--- src/rtl/imem_fetch_ctrl.sv ---
// Instruction-memory sequencer: boot-image load, then per-cycle fetch.
// Optional macro FETCH_BOUNDS_CHECK_EN enables redirect/PC bounds faulting.
module imem_fetch_ctrl #(
  parameter logic [31:0] RESET_PC  = 32'h0000_0000,
  parameter int          MEM_WORDS = 256
) (
  input  logic        clk,
  input  logic        rst,
  input  logic        load_valid,
  output logic        load_ready,
  input  logic [31:0] load_data,
  input  logic        load_last,
  output logic        imem_we,
  output logic [31:0] imem_addr,
  output logic [31:0] imem_wdata,
  input  logic [31:0] imem_instr,
  input  logic        stall,
  input  logic        redirect_valid,
  input  logic [31:0] redirect_pc,
  input  logic        halt_req,
  output logic [31:0] pc,
  output logic [31:0] instr,
  output logic        instr_valid,
  output logic [1:0]  state,
  output logic        fetch_fault
);

  localparam int CW = $clog2(MEM_WORDS + 1);
  localparam logic [31:0] NOP = 32'h0000_0013;

  typedef enum logic [1:0] {
    S_LOAD = 2'b00,
    S_RUN  = 2'b01,
    S_HALT = 2'b10
  } state_e;

  state_e        state_q, state_d;
  logic [31:0]   pc_q, pc_d;
  logic [CW-1:0] cnt_q, cnt_d;
  logic          fault_q, fault_d;

  logic [31:0] load_addr;
  logic [31:0] tgt;
  logic [31:0] cand;
  logic        bad;

  assign load_addr = RESET_PC + (32'(cnt_q) << 2);

`ifdef FETCH_BOUNDS_CHECK_EN
  localparam logic [32:0] LIMIT =
    {1'b0, RESET_PC} + 33'(MEM_WORDS) * 33'd4;

  always_comb begin
    tgt  = redirect_pc;
    cand = redirect_valid ? tgt : pc_q + 32'd4;
    bad  = (redirect_valid && (tgt[1:0] != 2'b00))
        || ({1'b0, cand} >= LIMIT);
  end
`else
  always_comb begin
    tgt  = redirect_pc & 32'hFFFF_FFFC;
    cand = redirect_valid ? tgt : pc_q + 32'd4;
    bad  = 1'b0;
  end
`endif

  always_ff @(posedge clk) begin
    if (rst) begin
      state_q <= S_LOAD;
      pc_q    <= RESET_PC;
      cnt_q   <= '0;
      fault_q <= 1'b0;
    end else begin
      state_q <= state_d;
      pc_q    <= pc_d;
      cnt_q   <= cnt_d;
      fault_q <= fault_d;
    end
  end

  always_comb begin
    state_d     = state_q;
    pc_d        = pc_q;
    cnt_d       = cnt_q;
    fault_d     = fault_q;
    load_ready  = 1'b0;
    imem_we     = 1'b0;
    imem_addr   = pc_q;
    instr_valid = 1'b0;
    if (!rst) begin
      unique case (state_q)
        S_LOAD: begin
          load_ready = 1'b1;
          imem_we    = load_valid;
          imem_addr  = load_addr;
          if (load_valid) begin
            cnt_d = cnt_q + 1'b1;
            if (load_last || cnt_q == CW'(MEM_WORDS - 1))
              state_d = S_RUN;
          end
        end
        S_RUN: begin
          instr_valid = ~stall;
          if (halt_req) begin
            state_d = S_HALT;
          end else if (redirect_valid || !stall) begin
            // A rejected target is never loaded into the PC.
            if (bad) begin
              fault_d = 1'b1;
              state_d = S_HALT;
            end else begin
              pc_d = cand;
            end
          end
        end
        S_HALT: ;
        default: state_d = S_LOAD;
      endcase
    end
  end

  assign imem_wdata  = load_data;
  assign instr       = instr_valid ? imem_instr : NOP;
  assign pc          = pc_q;
  assign state       = state_q;
  assign fetch_fault = fault_q;

endmodule

--- config.mk ---
export PLATFORM = sky130hd
export DESIGN_NAME = imem_fetch_ctrl
export DESIGN_NICKNAME = d
export VERILOG_FILES = /design/src/rtl/imem_fetch_ctrl.sv
export SDC_FILE = /design/constraint.sdc
export NUM_CORES = 1
export LEC_CHECK = 0
export ABC_CLOCK_PERIOD_IN_PS = 1970
export CAP_MARGIN = 40
export CELL_PAD_IN_SITES_DETAIL_PLACEMENT = 0
export CELL_PAD_IN_SITES_GLOBAL_PLACEMENT = 1
export CORE_ASPECT_RATIO = 1.4
export CORE_UTILIZATION = 21
export CTS_CLUSTER_DIAMETER = 80
export DETAILED_ROUTE_END_ITERATION = 12
export PLACE_DENSITY = 0.82
export SYNTH_ARGS = -nofsm -noshare
export SYNTH_HDL_FRONTEND = slang
export SYNTH_SLANG_ARGS = --single-unit
--- constraint.sdc ---
create_clock -name clk -period 1.97 [get_ports clk]
set_clock_uncertainty 0.1 [all_clocks]
set_input_delay 0.394 -clock clk [delete_from_list [all_inputs] [get_ports clk]]
set_output_delay 0.394 -clock clk [all_outputs]
set_load 0.02 [all_outputs]
; Word level (Yosys, flattened, before mapping)
; Index checks and enable logic that the tools add are counted.
[totals]
wordCells = 35
input_bits = 103
output_inout_bits = 134
regBits = 43
[op_classes]
reduce_logical = 7
n_bitwise = 3
mux = 14
n_eq_ne = 6
n_addsub = 2
[op_table]
columns = op, n
row1 = $mux 32, 4
row2 = $add 32x3->32 const B, 1
row3 = $add 9x1->9 const B, 1
row4 = $eq 9x8->1 const B, 1
row5 = $mux 1, 6
row6 = $mux 2, 3
row7 = $ne 2x2->1 const B, 3
row8 = $pmux 2 s3, 1
row9 = $reduce_and 4->1, 1
row10 = $not 1->1, 3
row11 = $reduce_and 3->1, 1
row12 = $eq 2x1->1 const B, 1
row13 = $eq 2x2->1 const B, 1
row14 = $logic_not 2->1, 1
row15 = $logic_or 1x1->1, 2
row16 = $reduce_and 2->1, 1
row17 = $logic_not 1->1, 1

; Longest topological paths before layout
; Gate-level depths: netlist of run 1.
[logic_depth]
word_depth = 5
depth_mapped = 8
ltp_nobuf = 7

; Worst setup path before layout of run 1
; Ideal clock, no wire load.
[synth_path]
path_kind = reg2out
startpoint = reg state_q[0] (netlist: state[0])
endpoint = out instr[22]
path_stages_with_launch = 5
arrival_ns = 1.882
required_ns = 1.476
slack_ns = -0.406
n_path_buf = 2
cell_sequence = dfxtp_1 > buf_2 > nor4b_1 > clkbuf_1 > and2_1
[synth_between]
elab_chain_len = 4
[synth_lines]
columns = item, line
row1 = from (decl), 37  ; state_e state_q, state_d;
row2 = from (signal assigned), 74  ; state_q <= state_d;
row3 = $eq 2x1->1, 91  ; unique case (state_q)
row4 = $mux 1, 91
row5 = $mux 1, 90  ; if (!rst) begin
row6 = net instr_valid, 23  ; output logic instr_valid,
row7 = $mux 32, 123  ; assign instr = instr_valid ? imem_instr : NOP;
row8 = to (decl), 22  ; output logic [31:0] instr,
; The timed path passes the listed nets, and every way through them passes these cells.

; Final worst setup path of run 1
[layout_path]
startpoint = reg state_q[0] (netlist: state[0])
endpoint = out imem_addr[9]
[layout_between]
elab_chain_len = 3
[layout_lines]
columns = item, line
row1 = $logic_not 2->1, 91
row2 = $mux 32, 91
row3 = $mux 32, 90
row4 = to (decl), 14  ; output logic [31:0] imem_addr,
; No other way between the ends.

==> flow_summary_export.csv, run 1 <==
group,metric,value,unit
die,fp-row-count,53,
synthesis,syn_area_per_cell,7.54,um2
layout,drive_above_1_share,35.1,%
layout,finalInstanceArea,5640,um2
run_status,status,"complete, but fails checks",
synthesis,syn_area,3210,um2
route,drc,0,
place,dpl_cell_area,5240,um2
die,dieHeight,148,um
place,routabilityCongestion,0.807,
worst_setup_path,critPathKind,"reg2out",
layout,nets,714,
clock_network,cts_tree,"done",
layout,antenna_cells,0,
layout,finish.utilization,37.6,%
timing,finalSetupViolCount,8,
synthesis,ys_ff_latch,41,
route,wl_met2,7000,um
power,leakage,2.28,nW
timing,fin_crit_sh,104,%
worst_setup_path,r2r_slack,10,ps
clock_network,clockRootBuffer,"clkbuf_16",
synthesis,synth_edf_count,0,
place,port_buffers,165,
grt,overflow,0,
layout,instances_no_fill,801,
worst_setup_path,cp-start-kind,"register",
route,topRoutingLayerUsed,"met4",
route,drt_iter0_drc,143,
clock_network,ctsLongestPathBuffers,2,
timing,slew_violations,0,
power,power.density,415,nW/um2
route,detail-route-antenna-nets,0,
die,coreArea,15000,um2
grt,grt_pass1_wl,20200,um
worst_setup_path,crit_required,1480,ps
timing,rsz0062_at_grt,"yes",
synthesis,synth.distinct_cells,60,
route,drt-met1-wl,5200,um
clock_network,insertion_delay,290,ps
synthesis,ys_seq_area_share,25.6,%
worst_setup_path,endpoint_kind,"primary output",
power,total_power,2.34,mW
clock_network,clock-sinks,41,
grt,grt_pass1_vias,3771,
route,num_vias,3904,
worst_setup_path,cp_data_arrival_time,1560,ps
timing,finalCriticalPeriod,2050,ps
die,start_util,21.4,%
clock_network,path_clk_slew,60,ps
layout,syn2layout_area_growth,75.5,%
clock_network,cts_inserted_buffers,5,
place,place.detailed.hpwl,9690,um
grt,grt_antenna_before_repair,0,
die,design.die.area,15800,um2
clock_network,htreeDepth,2,
job,drv_cap,0,
route,vias_per_cell,4.87,
synthesis,synth_flop_cell,"dfxtp_1",
timing,fmax,487,MHz
route,drtPass1Iterations,6,
synthesis,yosysWarningCount,0,
route,post_drt_wl_per_cell,16.7,um
worst_setup_path,crit_fanout,6,
clock_network,ctsHoldBuffers,0,
grt,grt_util_all_layers,16.3,%
grt,grt_start_max_net_pins,52,
synthesis,synthCells,426,
layout,fillers,1578,
die,die_x,107,um
route,wl_met3,762,um
synthesis,synth_async_sr_flop_share,0,%
power,peakVddDrop,0.000292,V
place,placed_cells,778,
timing,finalWorstSetupSlack,-83.1,ps
timing,hold_violations,0,
route,routed_wl,13400,um
die,io_pins,237,
hold_path,hp-class,"reg2reg",
run_status,violations,"setup timing",
==> synth_stat cells (7+ instances only) <==
| cell type | count | area, um2 |
|---|---|---|
| nand2_1 | 33 | 124 |
| a31oi_1 | 7 | 43.8 |
| nand3_1 | 21 | 105 |
| o21ai_0 | 29 | 145 |
| mux2_2 | 9 | 101 |
| clkbuf_1 | 14 | 52.6 |
| nor2_1 | 30 | 113 |
| and2_1 | 31 | 194 |
| dfxtp_1 | 41 | 821 |
| a211oi_1 | 12 | 90.1 |
| nor3_1 | 8 | 40.0 |
| buf_2 | 11 | 55.1 |
| a21oi_1 | 22 | 110 |
| buf_4 | 37 | 278 |
| nor2b_1 | 22 | 138 |
| nand4_1 | 15 | 93.8 |
==> metrics by stage <==
stage	hold WS, ps	setup slack, ps	TNS (ps)
2_1_floorplan	368	-4.70	-4.70
3_3_place_gp	397	-749	-50530
3_5_place_dp	407	-772	-52980
4_1_cts	423	-127	-4170
5_1_grt	438	-115	-1820
6_report	409	-83.1	-553
==> worst max-delay path, cell delays in order (launching register included) <==
cell and delay [ps]:
dfxtp_4 360, nor3_4 200, buf_6 140, buf_12 130, mux2_4 310, buf_6 130
==> registers in the layout, indices dropped and copies added, names as in the netlist <==
| register | count |
|---|---|
| pc | 30 |
| cnt_q | 9 |
| state | 2 |
==> logic make-up after synthesis <==
logic type | synth area share (%)
other cells | 0.117
simple gates | 33.3
fa+ha+maj | 1.17
mux | 4.09
xor+xnor | 1.36
buf+inv | 13.5
compound gates | 20.9
flops | 25.6
==> path summary, 6_finish.rpt <==
path | start | end | depth (start not counted)
worst max-delay path | state[0]$_SDFFE_PP0P_ | imem_addr[9] | 5
worst min-delay path | pc[2]$_SDFFE_PP0P_ | pc[2]$_SDFFE_PP0P_ | 2
worst max register to register | state[1]$_SDFFE_PP0P_ | pc[28]$_SDFFE_PP0P_ | 8
worst min register to register | pc[2]$_SDFFE_PP0P_ | pc[2]$_SDFFE_PP0P_ | 2
==> area by class of cell <==
type	count	area (um2)	share of cell area (%)
multi-input combinational	316	2120	37.6
tap	192	240	4.26
sequential	41	835	14.8
timing repair buffer	238	2270	40.2
inverter	6	22.5	0.400
clock inverter	2	13.8	0.244
clock buffer	6	139	2.46
==> layer usage <==
metal  GRT usage, %  vias up
met5              0        -
met4           6.78        0
met3           1.88       38
met2           30.0      172
met1           18.8     1850
li1               -     1844
==> power by group <==
| group | internal (mW) | total (mW) | switching (mW) |
|---|---|---|---|
| Sequential | 0.849 | 0.878 | 0.0287 |
| Combinational | 0.321 | 0.583 | 0.262 |
| Clock | 0.505 | 0.880 | 0.374 |
| Total | 1.68 | 2.34 | 0.666 |
==> what timing repair did <==
item / 4_1_cts / 5_1_grt
cloned: 4 / 2
buffers inserted: 9 / 6
endpoints found under the hold margin: 0 / 0
gates resized for setup: 342 / 62
pin swaps: 21 / 8
setup endpoints to repair: 93 / 88
==> cell usage in the layout, fill, tap and decap left out, types with 6 or more instances in the layout <==
| cell | count |
|---|---|
| a211oi_1 | 12 |
| a21oi_1 | 22 |
| a31oi_1 | 7 |
| and2_4 | 29 |
| and3_1 | 6 |
| buf_12 | 8 |
| buf_2 | 8 |
| buf_4 | 58 |
| buf_6 | 43 |
| clkbuf_16 | 7 |
| clkbuf_2 | 20 |
| clkdlybuf4s50_1 | 90 |
| dfxtp_1 | 34 |
| dlygate4sd2_1 | 6 |
| mux2_4 | 7 |
| nand2_1 | 32 |
| nand3_1 | 21 |
| nand4_1 | 15 |
| nor2_1 | 30 |
| nor2b_1 | 22 |
| nor3_1 | 7 |
| o21ai_0 | 25 |
(Power assumes the default switching activity.)
==> run 2, diff against run 1 <==
--- a/config.mk
+++ b/config.mk
@@ -14,6 +14,7 @@
 export CTS_CLUSTER_DIAMETER = 80
 export DETAILED_ROUTE_END_ITERATION = 12
 export PLACE_DENSITY = 0.82
+export SLEW_MARGIN = 20
 export SYNTH_ARGS = -nofsm -noshare
 export SYNTH_HDL_FRONTEND = slang
 export SYNTH_SLANG_ARGS = --single-unit
==> constraint.sdc (replaced) <==
create_clock -name clk -period 1.97 [get_ports clk]
set_clock_uncertainty 0.1 [all_clocks]
set_input_delay 0.394 -clock clk [delete_from_list [all_inputs] [get_ports clk]]
set_output_delay 0.394 -clock clk [all_outputs]
set_load 0.01 [all_outputs]
==> flow_summary_export.csv, run 2 (synthesized netlist as in run 1, its figures left out) <==
group,metric,value,unit
timing,slew_violations,0,
route,wl_met3,729,um
place,dpl_cell_area,5250,um2
timing,finalCriticalPeriod,2040,ps
power,leakage,2.32,nW
clock_network,cts_inserted_buffers,5,
worst_setup_path,cp-start-kind,"register",
worst_setup_path,cp_cell_sequence,"nor3_4 -> buf_6 -> buf_12 -> mux2_4 -> buf_6",
place,routabilityCongestion,0.820,
route,post_drt_wl_per_cell,16.7,um
layout,finish.utilization,39.0,%
power,peakVddDrop,0.000470,V
worst_setup_path,crit_fanout,6,
clock_network,insertion_delay,290,ps
place,port_buffers,165,
clock_network,ctsHoldBuffers,0,
place,place_ws,-730,ps
grt,grt_util_all_layers,16.3,%
route,detail-route-antenna-nets,0,
worst_setup_path,slowest_delay,370,ps
layout,mostFrequentLayoutCells,"clkdlybuf4s50_1 (95), buf_4 (51), buf_6 (40), dfxtp_1 (39), nand2_1 (29)",
clock_network,cts_tree,"done",
worst_setup_path,path_buf_inv,3,
run_status,violations,"setup timing",
worst_setup_path,crit_required,1480,ps
grt,grt_antenna_before_repair,0,
layout,fillers,1552,
layout,syn2layout_area_growth,82.1,%
timing,finalSetupViolCount,24,
layout,antenna_cells,0,
die,die_x,107,um
timing,fin_crit_sh,104,%
layout,largest_register_ffs,30,
clock_network,clock-sinks,41,
layout,finalInstanceArea,5850,um2
die,coreArea,15000,um2
route,wl_met2,7270,um
timing,fmax,490,MHz
route,drtPass1Iterations,5,
worst_setup_path,crit_family,"buffers and inverters",
timing,rsz0062_at_grt,"yes",
die,io_pins,237,
clock_network,ctsLongestPathBuffers,2,
worst_setup_path,critPathKind,"reg2out",
place,placed_cells,779,
route,drt_iter0_drc,125,
place,place.detailed.hpwl,9810,um
route,drt-met1-wl,5140,um
grt,grt_start_max_net_pins,52,
layout,instances_no_fill,807,
timing,hold_slack,420,ps
run_status,status,"complete, but fails checks",
worst_setup_path,worst_path_most_repeated_cell,"buf_6",
timing,finalWorstSetupSlack,-69.7,ps
grt,grt_pass1_vias,3821,
route,topRoutingLayerUsed,"met4",
clock_network,clockRootBuffer,"clkbuf_16",
job,drv_cap,0,
worst_setup_path,slowest_stage,"dfxtp_4",
die,design.die.area,15800,um2
route,num_vias,3887,
die,dieHeight,148,um
hold_path,hp-class,"reg2reg",
die,start_util,21.4,%
route,vias_per_cell,4.82,
timing,hold_violations,0,
layout,final_common_cell,"clkdlybuf4s50_1",
route,routed_wl,13500,um
route,drc,0,
clock_network,path_clk_slew,70,ps
worst_setup_path,endpoint_kind,"primary output",
grt,grt_pass1_wl,20200,um
layout,nets,720,
die,fp-row-count,53,
layout,drive_above_1_share,38.7,%
worst_setup_path,cp_data_arrival_time,1550,ps
clock_network,htreeDepth,2,
power,power.density,440,nW/um2
grt,overflow,0,
==> run 2: cell types whose count changed in the layout (fill, tap and decap cells not counted), sizes merged <==
cell | previous run | this run
bufinv | 0 | 2
clkdlybuf4s50 | 90 | 95
clkdlybuf4s15 | 0 | 1
dlymetal6s2s | 1 | 0
dlygate4sd2 | 6 | 3
inv | 5 | 6
clkinv | 3 | 1
buf | 119 | 122
==> run 2: where the power goes <==
group | internal (mW) | switching, mW
Sequential | 0.848 | 0.0250
Clock | 0.732 | 0.372
Combinational | 0.345 | 0.253
Total | 1.93 | 0.650
==> run 2: timing repair <==
action                                  in CTS  in global routing
gates resized for setup                    162                223
endpoints found under the setup margin      89                 90
pin swaps                                    7                 43
cloned                                       4                  2
setup buffers                               10                  7
==> run 2: layer usage <==
layer	vias to the layer above	global-route usage, %
met5	-	0
met4	0	6.23
met3	30	2.19
met2	155	30.2
met1	1846	18.6
li1	1856	-
==> run 2: area by class of cell <==
| type | count | area [um2] | area share (%) |
|---|---|---|---|
| Clock buffer | 5 | 125 | 2.14 |
| Timing Repair Buffer | 244 | 2300 | 39.3 |
| Clock inverter | 3 | 68.8 | 1.18 |
| Sequential cell | 41 | 828 | 14.2 |
| Inverter | 6 | 22.5 | 0.385 |
| Multi-Input combinational cell | 316 | 2270 | 38.7 |
| Tap cell | 192 | 240 | 4.11 |
==> run 2: per-stage QoR <==
step           total power [mW]  setup TNS, ps
2_1_floorplan              1.15              0
3_5_place_dp               1.41         -50830
4_1_cts                    2.55          -6050
6_report                   2.58           -645
3_3_place_gp               1.41         -48240
5_1_grt                    2.67          -3830
==> run 2: final timing paths <==
path | from | endpoint | slack [ps] | cells past startpoint
worst min-delay path | cnt_q[8]$_SDFFE_PP0P_ | cnt_q[8]$_SDFFE_PP0P_ | 420 | 2
worst max register to register | state[1]$_SDFFE_PP0P_ | pc[29]$_SDFFE_PP0P_ | -10 | 8
worst max-delay path | state[1]$_SDFFE_PP0P_ | imem_addr[2] | -70 | 5
worst min register to register | cnt_q[8]$_SDFFE_PP0P_ | cnt_q[8]$_SDFFE_PP0P_ | 420 | 2
==> run 2: worst min-delay path, stage by stage, from the launching register on <==
cell and delay (ps):
dfxtp_1 320, nor2_1 100, a211oi_1 50
==> run 3, diff against run 2 <==
--- a/config.mk
+++ b/config.mk
@@ -10,10 +10,11 @@
 export CELL_PAD_IN_SITES_DETAIL_PLACEMENT = 0
 export CELL_PAD_IN_SITES_GLOBAL_PLACEMENT = 1
 export CORE_ASPECT_RATIO = 1.4
-export CORE_UTILIZATION = 21
+export CORE_UTILIZATION = 33
 export CTS_CLUSTER_DIAMETER = 80
 export DETAILED_ROUTE_END_ITERATION = 12
-export PLACE_DENSITY = 0.82
+export DONT_BUFFER_PORTS = 1
+export PLACE_DENSITY = 0.71
 export SLEW_MARGIN = 20
 export SYNTH_ARGS = -nofsm -noshare
 export SYNTH_HDL_FRONTEND = slang
==> flow_summary_export.csv, run 3 (synthesized netlist as in run 1, its figures left out) <==
group,metric,value,unit
worst_setup_path,crit_required,1480,ps
worst_setup_path,endpoint,"imem_addr[7]",
clock_network,cts_tree,"done",
job,drv_cap,0,
grt,grt_start_max_net_pins,53,
clock_network,path_clk_slew,60,ps
timing,finalSetupViolCount,34,
route,drtPass1Iterations,5,
die,design.die.area,10100,um2
timing,fin_crit_sh,104,%
clock_network,clock-sinks,41,
worst_setup_path,r2r_cells,4,
route,detail-route-antenna-nets,0,
worst_setup_path,r2r_slack,100,ps
grt,overflow,0,
grt,grt_util_all_layers,22.6,%
layout,drive_above_1_share,30.9,%
worst_setup_path,cp-start-kind,"register",
clock_network,htreeDepth,2,
place,routabilityCongestion,0.886,
route,routed_wl,11500,um
hold_path,hp-class,"in2reg",
layout,fillers,954,
layout,multi_input_area,2150,um2
timing,finalCriticalPeriod,2050,ps
worst_setup_path,cp_cell_sequence,"buf_8 -> nor3_4 -> buf_6 -> buf_12 -> mux2_4",
timing,slew_violations,0,
clock_network,clockRootBuffer,"clkbuf_16",
route,drt_iter0_drc,242,
layout,instances_no_fill,540,
hold_path,min_from,"rst",
worst_setup_path,worstReg2RegStart,"pc[24]$_SDFFE_PP0P_",
worst_setup_path,critPathKind,"reg2out",
grt,grt_pass1_vias,3157,
layout,antenna_cells,0,
worst_setup_path,cp_data_arrival_time,1550,ps
clock_network,cts_inserted_buffers,5,
layout,regArea,825,um2
worst_setup_path,startpoint,"state[0]$_SDFFE_PP0P_",
grt,grt_pass1_wl,17400,um
layout,finish.utilization,40.9,%
die,io_pins,237,
place,place.detailed.hpwl,8400,um
die,die_x,85.4,um
timing,fmax,489,MHz
power,peakVddDrop,0.000330,V
clock_network,insertion_delay,290,ps
die,coreArea,9460,um2
clock_network,ctsLongestPathBuffers,2,
clock_network,ctsHoldBuffers,0,
layout,nets,535,
route,num_vias,3221,
place,place_ws,0.541,ps
layout,final_common_cell,"buf_4",
power,total_power,2.27,mW
layout,largest_register_ffs,30,
worst_setup_path,r2r_end,"pc[29]$_SDFFE_PP0P_",
die,dieHeight,119,um
power,leakage,1.46,nW
worst_setup_path,crit_fanout,7,
die,fp-row-count,42,
route,drc,0,
grt,grt_antenna_before_repair,0,
run_status,status,"complete, but fails checks",
route,vias_per_cell,5.96,
layout,syn2layout_area_growth,20.5,%
place,placed_cells,524,
timing,hold_violations,0,
worst_setup_path,slowest_stage,"dfxtp_2",
layout,mostFrequentLayoutCells,"buf_4 (48), dfxtp_1 (38), nand2_1 (31), nor2_1 (30), and2_4 (30)",
run_status,violations,"setup timing",
route,post_drt_wl_per_cell,21.2,um
die,start_util,34.0,%
power,power.density,587,nW/um2
timing,finalWorstSetupSlack,-76.0,ps
place,port_buffers,0,
worst_setup_path,endpoint_kind,"primary output",
worst_setup_path,slowest_delay,330,ps
timing,rsz0062_at_grt,"yes",
run 3: cell count changes in the layout (fill, tap and decap cells not counted), moves of 6 or more:
| cell | previous run | this run |
|---|---|---|
| and2_4 | 18 | 30 |
| buf_2 | 19 | 0 |
| o21ai_2 | 7 | 1 |
| a21oi_1 | 13 | 22 |
| clkbuf_2 | 21 | 0 |
| o21ai_0 | 18 | 27 |
| and2_1 | 13 | 1 |
| buf_6 | 40 | 5 |
| a21oi_2 | 9 | 0 |
| clkdlybuf4s50_1 | 95 | 0 |
run 3: metal layers:
| layer | GRT usage [%] | share of wire [%] |
|---|---|---|
| met1 | 23.6 | 36 |
| met2 | 41.6 | 53 |
| met3 | 4.40 | 5.9 |
| met4 | 12.3 | 4.5 |
| met5 | 0 | 0 |
run 3: how the worst min path moves through the flow:
stage / slack, ps / endpoint / depth (start not counted)
floorplan: 370 / cnt_q[7]$_SDFFE_PP0P_ / 2
global placement: 370 / pc[30]$_SDFFE_PP0P_ / 1
detailed placement: 370 / pc[19]$_SDFFE_PP0P_ / 1
CTS: 60 / pc[19]$_SDFFE_PP0P_ / 1
global route: 60 / pc[19]$_SDFFE_PP0P_ / 1
finish: 70 / pc[26]$_SDFFE_PP0P_ / 1
run 3: area by class of cell:
class / instances / share of cell area [%]
multi-input cells: 316 / 55.6
flip-flops and latches: 41 / 21.3
repair buffers: 59 / 14.1
well taps: 110 / 3.56
clock buffers: 5 / 3.23
clock inverters: 3 / 1.68
inverters: 6 / 0.582
run 3: critical path, delay by kind of cell (launching register included):
kind	cells	cell delay [ps]
buffers and inverters	3	420
AND/OR/NAND/NOR	1	190
multiplexers	1	320
flip-flops	1	330
run 3: through the flow:
stage	TNS [ps]	area (um2)	hold WS [ps]
finish	-1180	3870	69.3
global route	-4040	3870	61.8
detailed placement	0	3380	369
global placement	0	3380	369
CTS	-2290	3800	57.1
floorplan	0	3240	368
run 3: repair_timing:
item                       in CTS  in global routing
buffers inserted                5                  1
pin swaps                       2                  9
gates cloned                    3                  0
setup endpoints to repair      45                 53
gates resized for setup        45                 25
run 3: where the power goes:
part	switching [mW]	internal, mW	leakage [nW]
combinational	0.158	0.144	1.03
sequential	0.0229	0.850	0.333
clock	0.372	0.725	0.0938
